## src/rtl/fetch_pkg.sv

```systemverilog
// Shared definitions for the instruction fetch buffer: FSM encoding,
// PC increment and the canonical no-op instruction word.
package fetch_pkg;

  typedef enum logic [1:0] {
    S_IDLE    = 2'd0,
    S_REQ     = 2'd1,
    S_DISCARD = 2'd2
  } fetch_state_t;

  localparam int PC_STEP = 4;

  localparam logic [31:0] INSTR_NOP = 32'h0000_0013;

endpackage

```

## src/rtl/fetch_fifo.sv

```systemverilog
// Circular buffer holding {pc, instruction} entries for the fetch stage.
// The read pointer head is presented combinationally on dout; flush empties
// the buffer in one edge and takes priority over push and pop.
module fetch_fifo #(
  parameter int DEPTH = 4,
  parameter int WIDTH = 96
) (
  input  logic                     clk,
  input  logic                     rst,
  input  logic                     push,
  input  logic                     pop,
  input  logic                     flush,
  input  logic [WIDTH-1:0]         din,
  output logic [WIDTH-1:0]         dout,
  output logic [$clog2(DEPTH):0]   count
);

  localparam int AW = $clog2(DEPTH);
  localparam logic [AW:0] FULL_C = (AW+1)'(DEPTH);

  logic [WIDTH-1:0] mem_r [DEPTH];
  logic [AW-1:0]    wr_ptr_r;
  logic [AW-1:0]    rd_ptr_r;
  logic [AW:0]      count_r;
  logic             push_s;
  logic             pop_s;

  // Qualify requests so the buffer can never underflow or overflow on its own.
  always_comb begin
    pop_s  = 1'b0;
    push_s = 1'b0;
    if (pop && (count_r != (AW+1)'(0))) begin
      pop_s = 1'b1;
    end else begin
      pop_s = 1'b0;
    end
    if (push && ((count_r != FULL_C) || pop_s)) begin
      push_s = 1'b1;
    end else begin
      push_s = 1'b0;
    end
  end

  // Pointer and occupancy bookkeeping; flush resets the ring to empty.
  always_ff @(posedge clk or posedge rst) begin
    if (rst) begin
      wr_ptr_r <= '0;
      rd_ptr_r <= '0;
      count_r  <= '0;
    end else if (flush) begin
      wr_ptr_r <= '0;
      rd_ptr_r <= '0;
      count_r  <= '0;
    end else begin
      if (push_s) wr_ptr_r <= wr_ptr_r + AW'(1);
      if (pop_s)  rd_ptr_r <= rd_ptr_r + AW'(1);
      case ({push_s, pop_s})
        2'b10:   count_r <= count_r + (AW+1)'(1);
        2'b01:   count_r <= count_r - (AW+1)'(1);
        default: count_r <= count_r;
      endcase
    end
  end

  // Entry storage; contents are only observable while counted as valid.
  always_ff @(posedge clk) begin
    if (push_s && !flush) mem_r[wr_ptr_r] <= din;
  end

  assign dout  = mem_r[rd_ptr_r];
  assign count = count_r;

endmodule

```

## src/rtl/instr_fetch_buffer.sv

```systemverilog
// Fetch stage: walks sequential PCs, issues one outstanding request at a time
// to a variable-latency instruction memory, queues returned words with their
// PCs and hands them to the core over valid/ready. Branch redirects flush the
// queue; a request already in flight is completed and its data dropped.
// Optional performance counters are built when FETCH_PERF_EN is defined.
module instr_fetch_buffer
  import fetch_pkg::*;
#(
  parameter int                DEPTH    = 4,
  parameter int                ADDR_W   = 64,
  parameter logic [ADDR_W-1:0] RESET_PC = '0
) (
  input  logic              clk,
  input  logic              rst,
  output logic              mem_req,
  output logic [ADDR_W-1:0] mem_addr,
  input  logic              mem_ack,
  input  logic [31:0]       mem_rdata,
  input  logic              redirect,
  input  logic [ADDR_W-1:0] redirect_pc,
  output logic              instr_valid,
  input  logic              instr_ready,
  output logic [31:0]       instr,
`ifdef FETCH_PERF_EN
  output logic [31:0]       stall_cycles,
  output logic [31:0]       discard_count,
`endif
  output logic [ADDR_W-1:0] instr_pc
);

  localparam int                CW         = $clog2(DEPTH) + 1;
  localparam logic [CW-1:0]     DEPTH_C    = CW'(DEPTH);
  localparam logic [ADDR_W-1:0] ALIGN_MASK = ~ADDR_W'(3);

  fetch_state_t        state_r;
  fetch_state_t        state_s;
  logic [ADDR_W-1:0]   fetch_pc_r;
  logic [ADDR_W-1:0]   hold_addr_r;
  logic [CW-1:0]       count_s;
  logic [CW-1:0]       count_after_s;
  logic [ADDR_W+31:0]  head_s;
  logic                push_s;
  logic                pop_s;
  logic                valid_s;

  assign valid_s       = (count_s != CW'(0));
  assign pop_s         = valid_s && instr_ready && !redirect;
  assign push_s        = (state_r == S_REQ) && mem_ack && !redirect;
  assign count_after_s = count_s + CW'(push_s) - CW'(pop_s);

  fetch_fifo #(
    .DEPTH (DEPTH),
    .WIDTH (ADDR_W + 32)
  ) u_fifo (
    .clk   (clk),
    .rst   (rst),
    .push  (push_s),
    .pop   (pop_s),
    .flush (redirect),
    .din   ({fetch_pc_r, mem_rdata}),
    .dout  (head_s),
    .count (count_s)
  );

  // FSM state register.
  always_ff @(posedge clk or posedge rst) begin
    if (rst) state_r <= S_IDLE;
    else     state_r <= state_s;
  end

  // Next-state logic: only start a request when a FIFO slot is guaranteed.
  always_comb begin
    state_s = state_r;
    case (state_r)
      S_IDLE: begin
        if (redirect)               state_s = S_IDLE;
        else if (count_s < DEPTH_C) state_s = S_REQ;
        else                        state_s = S_IDLE;
      end
      S_REQ: begin
        if (mem_ack) begin
          if (redirect)                     state_s = S_IDLE;
          else if (count_after_s < DEPTH_C) state_s = S_REQ;
          else                              state_s = S_IDLE;
        end else if (redirect) begin
          state_s = S_DISCARD;
        end else begin
          state_s = S_REQ;
        end
      end
      S_DISCARD: begin
        if (mem_ack) state_s = S_IDLE;
        else         state_s = S_DISCARD;
      end
      default: state_s = S_IDLE;
    endcase
  end

  // Fetch PC: redirect target (word aligned) wins, else advance on accepted data.
  always_ff @(posedge clk or posedge rst) begin
    if (rst)          fetch_pc_r <= RESET_PC;
    else if (redirect) fetch_pc_r <= redirect_pc & ALIGN_MASK;
    else if (push_s)   fetch_pc_r <= fetch_pc_r + ADDR_W'(PC_STEP);
  end

  // Capture the in-flight address so it stays on the bus while being discarded.
  always_ff @(posedge clk or posedge rst) begin
    if (rst) hold_addr_r <= RESET_PC;
    else if ((state_r == S_REQ) && redirect && !mem_ack) hold_addr_r <= fetch_pc_r;
  end

  assign mem_req     = (state_r == S_REQ) || (state_r == S_DISCARD);
  assign mem_addr    = (state_r == S_DISCARD) ? hold_addr_r : fetch_pc_r;
  assign instr_valid = valid_s;
  assign instr       = valid_s ? head_s[31:0] : 32'h0;
  assign instr_pc    = valid_s ? head_s[ADDR_W+31:32] : '0;

`ifdef FETCH_PERF_EN
  logic drop_s;
  assign drop_s = mem_ack && (((state_r == S_REQ) && redirect) || (state_r == S_DISCARD));

  // Saturating count of cycles where the core waits on an empty buffer.
  always_ff @(posedge clk or posedge rst) begin
    if (rst) stall_cycles <= 32'h0;
    else if (instr_ready && !valid_s && (stall_cycles != 32'hFFFF_FFFF))
      stall_cycles <= stall_cycles + 32'h1;
  end

  // Saturating count of memory responses thrown away due to a redirect.
  always_ff @(posedge clk or posedge rst) begin
    if (rst) discard_count <= 32'h0;
    else if (drop_s && (discard_count != 32'hFFFF_FFFF))
      discard_count <= discard_count + 32'h1;
  end
`endif

endmodule

```

## config.mk

```make
export PLATFORM = sky130hd
export DESIGN_NAME = instr_fetch_buffer
export DESIGN_NICKNAME = d
export VERILOG_FILES = /design/src/rtl/fetch_pkg.sv /design/src/rtl/fetch_fifo.sv /design/src/rtl/instr_fetch_buffer.sv
export SDC_FILE = /design/constraint.sdc
export NUM_CORES = 1
export LEC_CHECK = 0
export ABC_AREA = 1
export CAP_MARGIN = 20
export CORE_UTILIZATION = 57
export CTS_CLUSTER_DIAMETER = 100
export DETAILED_ROUTE_END_ITERATION = 8
export PLACE_DENSITY = 0.81
export SLEW_MARGIN = 10
export SYNTH_ARGS = -nofsm -noshare
export SYNTH_HDL_FRONTEND = slang
export SYNTH_HIERARCHICAL = 1
export SYNTH_SLANG_ARGS = --single-unit
```

## constraint.sdc

```tcl
create_clock -name clk -period 7.65 [get_ports clk]
set_input_delay 1.1475 -clock clk [delete_from_list [all_inputs] [get_ports clk]]
set_output_delay 1.1475 -clock clk [all_outputs]
set_load 0.03 [all_outputs]
```

==> results of run 1 <==
Yosys cell counts, types with 9 or more instances:
master,instances
sky130_fd_sc_hd__buf_4,11
sky130_fd_sc_hd__ha_1,11
sky130_fd_sc_hd__o21ai_1,89
sky130_fd_sc_hd__nand4_1,19
sky130_fd_sc_hd__o22ai_1,97
sky130_fd_sc_hd__xor2_1,26
sky130_fd_sc_hd__nor2_1,398
sky130_fd_sc_hd__clkbuf_1,55
sky130_fd_sc_hd__dfrtp_1,133
sky130_fd_sc_hd__inv_1,241
sky130_fd_sc_hd__edfxtp_1,384
sky130_fd_sc_hd__buf_2,26
sky130_fd_sc_hd__buf_6,21
sky130_fd_sc_hd__o211ai_1,12
sky130_fd_sc_hd__nand2_2,10
sky130_fd_sc_hd__nand3_1,77
sky130_fd_sc_hd__o21ai_0,272
sky130_fd_sc_hd__nor2_2,15
sky130_fd_sc_hd__nand2_1,426
sky130_fd_sc_hd__nor2_4,10
sky130_fd_sc_hd__nor3_1,9
sequential cells by signal (all words and copies together), names as in the netlist:
signal           flops
state_r              2
hold_addr_r         62
u_fifo/mem_r       384
u_fifo/wr_ptr_r      2
fetch_pc_r          62
u_fifo/count         3
u_fifo/rd_ptr_r      2
cell type report:
cell class              count  area (um^2)
fillers                  3038        12700
clock buffers              66         1370
well taps                 532          666
clock inverters            28          287
flip-flops and latches    517        14900
multi-input cells        1510         7130
inverters                 250          947
repair buffers            275         2770
worst min-delay path by stage:
stage,from,to,slack (ps),cells after the start
floorplan,hold_addr_r[10],hold_addr_r[10],450,2
global placement,hold_addr_r[32],hold_addr_r[32],470,2
detailed placement,hold_addr_r[24],hold_addr_r[24],470,2
CTS,hold_addr_r[49],hold_addr_r[49],490,2
global route,hold_addr_r[5],hold_addr_r[5],510,2
finish,hold_addr_r[49],hold_addr_r[49],480,2
metrics by stage:
step / setup slack [ps] / hold slack, ps
after floorplan: 795 / 453
after global placement: 2810 / 467
after detailed placement: 2770 / 474
after CTS: 2150 / 488
after global routing: 1840 / 509
final: 2140 / 484
power by group through the flow:
stage | registers [mW] | clock network [mW] | logic (mW)
2_1_floorplan | 3.39 | 0 | 0.513
3_3_place_gp | 3.45 | 0 | 0.803
3_5_place_dp | 3.46 | 0 | 0.817
4_1_cts | 3.41 | 2.50 | 0.826
5_1_grt | 3.44 | 2.61 | 0.903
6_report | 3.42 | 2.46 | 0.829
logic make-up after synthesis:
group                    share of synthesized area [%]
AO/OA/AOI/OAI                                     11.2
XOR/XNOR                                         0.968
adder cells (fa/ha/maj)                          0.670
buffers and inverters                             6.94
flip-flops                                        63.1
other                                           0.0159
AND/OR/NAND/NOR                                   17.0
worst reg2reg max path: stages (launching register included):
cell	delay [ps]
sky130_fd_sc_hd__dfrtp_1	460
sky130_fd_sc_hd__nor2_1	100
sky130_fd_sc_hd__nand2_1	150
sky130_fd_sc_hd__clkinv_2	80
sky130_fd_sc_hd__nor2_1	320
sky130_fd_sc_hd__nor2_1	90
sky130_fd_sc_hd__nand2_1	110
sky130_fd_sc_hd__nand3_1	350
sky130_fd_sc_hd__nor2_4	840
sky130_fd_sc_hd__buf_4	620
metal layers:
metal | wire [um] | global-route usage, % | share of wire (%) | up-vias
li1 | - | - | - | 8453
met1 | 25100 | 40.5 | 40 | 8646
met2 | 29400 | 47.6 | 47 | 863
met3 | 4960 | 3.75 | 8.0 | 140
met4 | 2740 | 14.0 | 4.4 | 0
met5 | 0 | 0 | 0 | -
==> summary.log, run 1 <==
[worst_setup_path] arrival time worst endpoint 4370 ps
[synthesis] count of unique library cells instantiated by Yosys 41
[timing] Fmax 181 MHz
[grt] All-Layer GR Usage 29.7%
[run] total of max-cap violations 0
[power_and_ir_drop] Int Power 4.96 mW
[clock_network] maximum root-to-sink buffer count 3
[timing] clock period minus final worst setup slack 5510 ps
[power_and_ir_drop] Clock power frac 36.7%
[run_status] status complete, no violations
[grt] grt total ovfl 0
[power_and_ir_drop] share of total power consumed by net switching 26.0%
[clock_network] TritonCTS clock tree yes
[timing] Period Utilization, post-route 72.1%
[layout] most common cell after layout, fill and taps aside sky130_fd_sc_hd__nand2_1
[synthesis] Avg Cell Area, Syn 9.85 um^2
[layout] Final #Nets 2717
[placement] standard cell area after detailed placement 0.0264 mm^2
[worst_setup_path] setup slack of the worst register-to-register path 4120 ps
[timing] # setup viols final 0
[placement] DP Cell Count 3083
[power_and_ir_drop] leakage dissipation 10.8 nW
[synthesis] share of the synthesized area in the top cell type 49.0%
[layout] commonest non-fill, non-tap cells in the layout sky130_fd_sc_hd__nand2_1, sky130_fd_sc_hd__nor2_1, sky130_fd_sc_hd__edfxtp_1
[placement] gpl congestion 0.936
[clock_network] # resized after CTS 0
[timing] Fin. Hold Viols 0
[worst_setup_path] cell count along the critical path 7
[grt] first-pass GRT wire length 94.3 mm
[worst_setup_path] combined buffer and inverter count along the critical path 4
[worst_setup_path] crit-path max cell delay 900 ps
[worst_setup_path] Setup Crit Path Kind flop to output port
[routing] Final ANT Viol Nets 0
[routing] number of DRC markers after the initial detailed-route iteration 1644
[routing] Final Routed Wirelength 62.2 mm
[synthesis] Synth async-reset ratio 25.7%
[routing] via count 18102
[grt] maximum number of pins on one net before global-route repair 138
[clock_network] CTS Sinks 517
[synthesis] top flip-flop cell by instance count after synthesis sky130_fd_sc_hd__edfxtp_1
[clock_network] CTS Hold Bufs 0
[floorplanning] Die Ht 205 um
[floorplanning] Top Ports 263
[timing] Slew Limit Headroom 28.2%
[worst_setup_path] critical path capture point instr_pc[29]
[timing] Final Slew Violations 0
[layout] diodes inserted 0
[placement] final HPWL from detailed placement 39.9 mm
[layout] post-route non-filler standard cell count 3178
[layout] layout cells sized above 1 5.82%
[worst_setup_path] worst-case reg-to-reg path depth 9
[worst_setup_path] crit path launch type flop
[synthesis] post-synthesis sequential element count 517
[synthesis] number of flops mapped to enable cells by yosys 384
[worst_setup_path] capturing point of the worst reg2reg path u_fifo/mem_r[0][10]
[routing] via-per-instance ratio 5.70
[floorplanning] number of core rows 74
[clock_network] Clk Latency, worst-skew pair 590 ps
[layout] Area growth, synth to finish 19.1%
[synthesis] top cells by area in the synthesized netlist sky130_fd_sc_hd__edfxtp_1, sky130_fd_sc_hd__dfrtp_1, sky130_fd_sc_hd__nand2_1, sky130_fd_sc_hd__nor2_1, sky130_fd_sc_hd__o21ai_0
[grt] number of global-route vias before repair 17167
[power_and_ir_drop] register share of total power 50.9%
[timing] setup clock skew after layout 27.0 ps
[worst_setup_path] launch point of the worst path u_fifo/rd_ptr_r[0]
[timing] worst-margin pin slew 1080 ps
[worst_setup_path] CP required 6500 ps
[routing] count of unresolved DRC violations after routing 0
[floorplanning] Starting Density 57.8%
[floorplanning] Die Span X 205 um
[power_and_ir_drop] overall power after layout 6.71 mW
[worst_setup_path] cell-by-cell listing of the critical path inv_6 > buf_4 > nor2_1 > o22ai_1 > inv_1 > nor2_1 > clkdlybuf4s50_1
[clock_network] number of buffers inserted to repair setup after CTS 0
[timing] total negative slack for setup checks 0 ps
[power_and_ir_drop] Max IR drop VDD 0.174 mV
[min_path] kind of path behind the tightest hold check flop to flop
[synthesis] Post-Syn Area 0.0235 mm^2
[worst_setup_path] cell with the largest stage delay on the worst path sky130_fd_sc_hd__inv_6
[worst_setup_path] CP max FO 137
[power_and_ir_drop] combinational share of power 12.3%
[worst_setup_path] Most common cell on crit path sky130_fd_sc_hd__nor2_1
[timing] RSZ-0062 raised after global routing false
[layout] Finished Core Util 68.8%
[clock_network] TritonCTS Buffers 50
[clock_network] clock root buffer sky130_fd_sc_hd__clkbuf_16
[layout] post-route cell area 0.0280 mm^2
[power_and_ir_drop] PD cells 239 mW/mm^2
[routing] number of detailed-routing iterations run before antenna repair 5
[synthesis] fraction of the yosys area taken by sequential cells 63.1%
[clock_network] H-tree depth 2
[routing] Routed WL per cell 19.6 um
[placement] number of input and output port buffers inserted 258
[power_and_ir_drop] net switching power of the design 1.74 mW
[worst_setup_path] cell type group with the largest total delay on the critical path buffers and inverters
[grt] number of antenna violations at the first check in global routing 0
[synthesis] Yosys top cell by area sky130_fd_sc_hd__edfxtp_1
[synthesis] Ys Warns 6
[synthesis] synthesized instance count 2389
[clock_network] clock input transition at the sequential cells of the worst setup and hold paths 60 ps
[worst_setup_path] critical path endpoint category output port
[floorplanning] Std-Cell Core Area 0.0407 mm^2
[floorplanning] die footprint 0.0421 mm^2
[worst_setup_path] launch instance of the worst register-to-register path u_fifo/count[1]
Note: power is estimated with default switching activity, not from simulation.
==> run 2, diff against run 1 <==
--- a/config.mk
+++ b/config.mk
@@ -7,10 +7,10 @@
 export LEC_CHECK = 0
 export ABC_AREA = 1
 export CAP_MARGIN = 20
-export CORE_UTILIZATION = 57
+export CORE_UTILIZATION = 51
 export CTS_CLUSTER_DIAMETER = 100
 export DETAILED_ROUTE_END_ITERATION = 8
-export PLACE_DENSITY = 0.81
+export PLACE_DENSITY = 0.76
 export SLEW_MARGIN = 10
 export SYNTH_ARGS = -nofsm -noshare
 export SYNTH_HDL_FRONTEND = slang
==> constraint.sdc (replaced) <==
create_clock -name clk -period 4.82 [get_ports clk]
set_input_delay 0.723 -clock clk [delete_from_list [all_inputs] [get_ports clk]]
set_output_delay 0.723 -clock clk [all_outputs]
set_load 0.03 [all_outputs]
==> run 2 against run 1 <==
Net effect: first-iteration DRC count decreased by 5.5%; total power is 64% higher; via count is essentially flat; non-clock buffer count is 8 higher; routed wire length is 2.0% higher; global-route usage fell by 2.6 points.
==> summary.log, run 2 (same netlist as run 1, synthesis figures left out) <==
[floorplanning] Starting Density 51.7% [-6.0 points]
[routing] Routed WL per cell 19.5 um [-0.46%]
[clock_network] Clk Latency, worst-skew pair 610 ps [+20 ps]
[placement] DP Cell Count 3160 [+2.5%]
[routing] via count 18110 [+0.044%]
[min_path] hold path cells 2 [unchanged]
[layout] commonest non-fill, non-tap cells in the layout sky130_fd_sc_hd__nand2_1, sky130_fd_sc_hd__nor2_1, sky130_fd_sc_hd__edfxtp_1
[layout] layout cells sized above 1 6.36% [+0.54 points]
[timing] Final Slew Violations 0 [unchanged]
[power_and_ir_drop] PD cells 388 mW/mm^2 [+62%]
[worst_setup_path] critical path endpoint category output port
[layout] most common cell after layout, fill and taps aside sky130_fd_sc_hd__nand2_1
[clock_network] CTS Hold Bufs 0 [unchanged]
[placement] final HPWL from detailed placement 40.6 mm [+1.7%]
[worst_setup_path] crit path launch type flop
[routing] post-route met1 wirelength 26.8 mm [+6.5%]
[floorplanning] number of core rows 78 [+5.4%]
[timing] RSZ-0062 raised after global routing false
[routing] number of DRC markers after the initial detailed-route iteration 1554 [-5.5%]
[timing] setup clock skew after layout 30.4 ps [+3.34 ps]
[routing] met3 layer wire length in the routed design 4.36 mm [-12%]
[worst_setup_path] Setup Crit Path Kind flop to output port
[clock_network] TritonCTS clock tree yes
[floorplanning] Std-Cell Core Area 0.0455 mm^2 [+12%]
[layout] largest registers u_fifo/mem_r (384), fetch_pc_r (62), hold_addr_r (62)
[timing] Period Utilization, post-route 92.5%
[worst_setup_path] arrival time worst endpoint 3730 ps [-640 ps]
[placement] Placement Setup Slack 981 ps [-1790 ps]
[routing] Final ANT Viol Nets 0 [unchanged]
[clock_network] number of buffers inserted to repair setup after CTS 0 [unchanged]
[clock_network] H-tree depth 2 [unchanged]
[layout] post-route non-filler standard cell count 3258 [+2.5%]
[run_status] status complete, no violations
[clock_network] # resized after CTS 0 [unchanged]
[power_and_ir_drop] Max IR drop VDD 0.369 mV [+110%]
[clock_network] TritonCTS Buffers 53 [+6.0%]
[timing] Fmax 224 MHz
[layout] Area growth, synth to finish 20.7%
[min_path] kind of path behind the tightest hold check flop to flop
[grt] number of global-route vias before repair 17511 [+2.0%]
[floorplanning] Top Ports 263 [unchanged]
[worst_setup_path] worst-case reg-to-reg path depth 9 [unchanged]
[grt] number of antenna violations at the first check in global routing 1 [+1]
[timing] worst-margin pin slew 1090 ps [+13.6 ps]
[routing] number of detailed-routing iterations run before antenna repair 8 [+3]
[layout] diodes inserted 0 [unchanged]
[routing] count of unresolved DRC violations after routing 0 [unchanged]
[run] total of max-cap violations 0 [unchanged]
[grt] first-pass GRT wire length 97.4 mm [+3.3%]
[worst_setup_path] CP max FO 109 [-20%]
[timing] Slew Limit Headroom 27.3% [-0.91 points]
[grt] All-Layer GR Usage 27.1% [-2.6 points]
[placement] number of input and output port buffers inserted 258 [unchanged]
[power_and_ir_drop] overall power after layout 11.0 mW [+64%]
[layout] largest register by flop count u_fifo/mem_r
[placement] gpl congestion 0.915 [-2.2%]
[routing] via-per-instance ratio 5.56 [-2.4%]
[power_and_ir_drop] leakage dissipation 11.0 nW [+1.4%]
[timing] clock period minus final worst setup slack 4460 ps
[floorplanning] die footprint 0.0470 mm^2 [+12%]
[clock_network] clock root buffer sky130_fd_sc_hd__clkbuf_16
[layout] fill count 3636 [+20%]
[grt] grt total ovfl 0 [unchanged]
[clock_network] CTS Sinks 517 [unchanged]
[worst_setup_path] CP required 4100 ps [-2400 ps]
[worst_setup_path] setup slack of the worst register-to-register path 1160 ps [-2960 ps]
[routing] length of routed met2 wiring 29.8 mm [+1.4%]
[floorplanning] Die Ht 217 um [+5.7%]
[layout] flip-flop count of the largest register after layout 384 [unchanged]
[clock_network] clock input transition at the sequential cells of the worst setup and hold paths 60 ps [about the same]
[timing] Fin. Hold Viols 0 [unchanged]
[clock_network] maximum root-to-sink buffer count 3 [unchanged]
[floorplanning] Die Span X 217 um [+5.7%]
[grt] maximum number of pins on one net before global-route repair 124 [-10%]
[routing] top routing layer used met4
[layout] Final #Nets 2728 [+0.40%]
[timing] Setup WS post-layout 362 ps [-1770 ps]
[timing] # setup viols final 0 [unchanged]
[routing] Final Routed Wirelength 63.5 mm [+2.0%]
==> run 2: cell types whose count changed in the layout (fill, tap and decap cells not counted), moves of 2 or more <==
cell	before	now
sky130_fd_sc_hd__clkinv_1	9	5
sky130_fd_sc_hd__clkinvlp_4	3	1
sky130_fd_sc_hd__buf_12	5	9
sky130_fd_sc_hd__bufinv_16	5	8
sky130_fd_sc_hd__clkbuf_8	4	8
sky130_fd_sc_hd__clkbuf_16	51	54
sky130_fd_sc_hd__buf_4	12	16
==> run 2: worst max-delay path, stage by stage, from the launching register on <==
cell                              delay, ps
sky130_fd_sc_hd__dfrtp_4                780
sky130_fd_sc_hd__inv_6                  760
sky130_fd_sc_hd__buf_4                  370
sky130_fd_sc_hd__nor2_1                  70
sky130_fd_sc_hd__o22ai_1                190
sky130_fd_sc_hd__inv_1                   80
sky130_fd_sc_hd__nor2_1                 100
sky130_fd_sc_hd__clkdlybuf4s50_1        700
==> run 2: final cells by class <==
type | instances | area [um^2] | share of cell area [%]
clock buffer | 74 | 1510 | 5.30
clock inverter | 24 | 334 | 1.18
inverter | 250 | 947 | 3.33
multi-input combinational | 1510 | 7120 | 25.1
sequential | 517 | 14900 | 52.3
tap | 600 | 751 | 2.64
timing repair buffer | 283 | 2880 | 10.1
==> run 2: where the power goes <==
part           switching (mW)  internal [mW]  total, mW
Clock                    1.66           2.61       4.27
Combinational           0.832          0.494       1.33
Sequential              0.311           5.11       5.42
==> run 2: per-stage QoR <==
stage          hold slack (ps)  utilization, %  instance area, um^2  TNS [ps]
5_1_grt                    515            62.5                28400         0
6_report                   488            62.5                28400         0
3_3_place_gp               467            58.4                26600         0
4_1_cts                    489            62.5                28400         0
3_5_place_dp               474            58.4                26600         0
2_1_floorplan              453               -                23600   -618460
==> run 2: path summary, 6_finish.rpt <==
check / end / startpoint
hold reg to reg: hold_addr_r[8] / hold_addr_r[8]
setup / recovery: instr_pc[44] / u_fifo/rd_ptr_r[0]
hold / removal: hold_addr_r[8] / hold_addr_r[8]
setup reg to reg: u_fifo/mem_r[0][2] / u_fifo/count[1]
max in group asynchronous: fetch_pc_r[2] / rst
min in group asynchronous: u_fifo/rd_ptr_r[0] / rst
==> run 2: routing by layer <==
layer	global-route usage, %	vias up
met3	4.21	123
met5	0	-
met4	11.2	0
met2	43.9	758
met1	36.7	8736
li1	-	8493
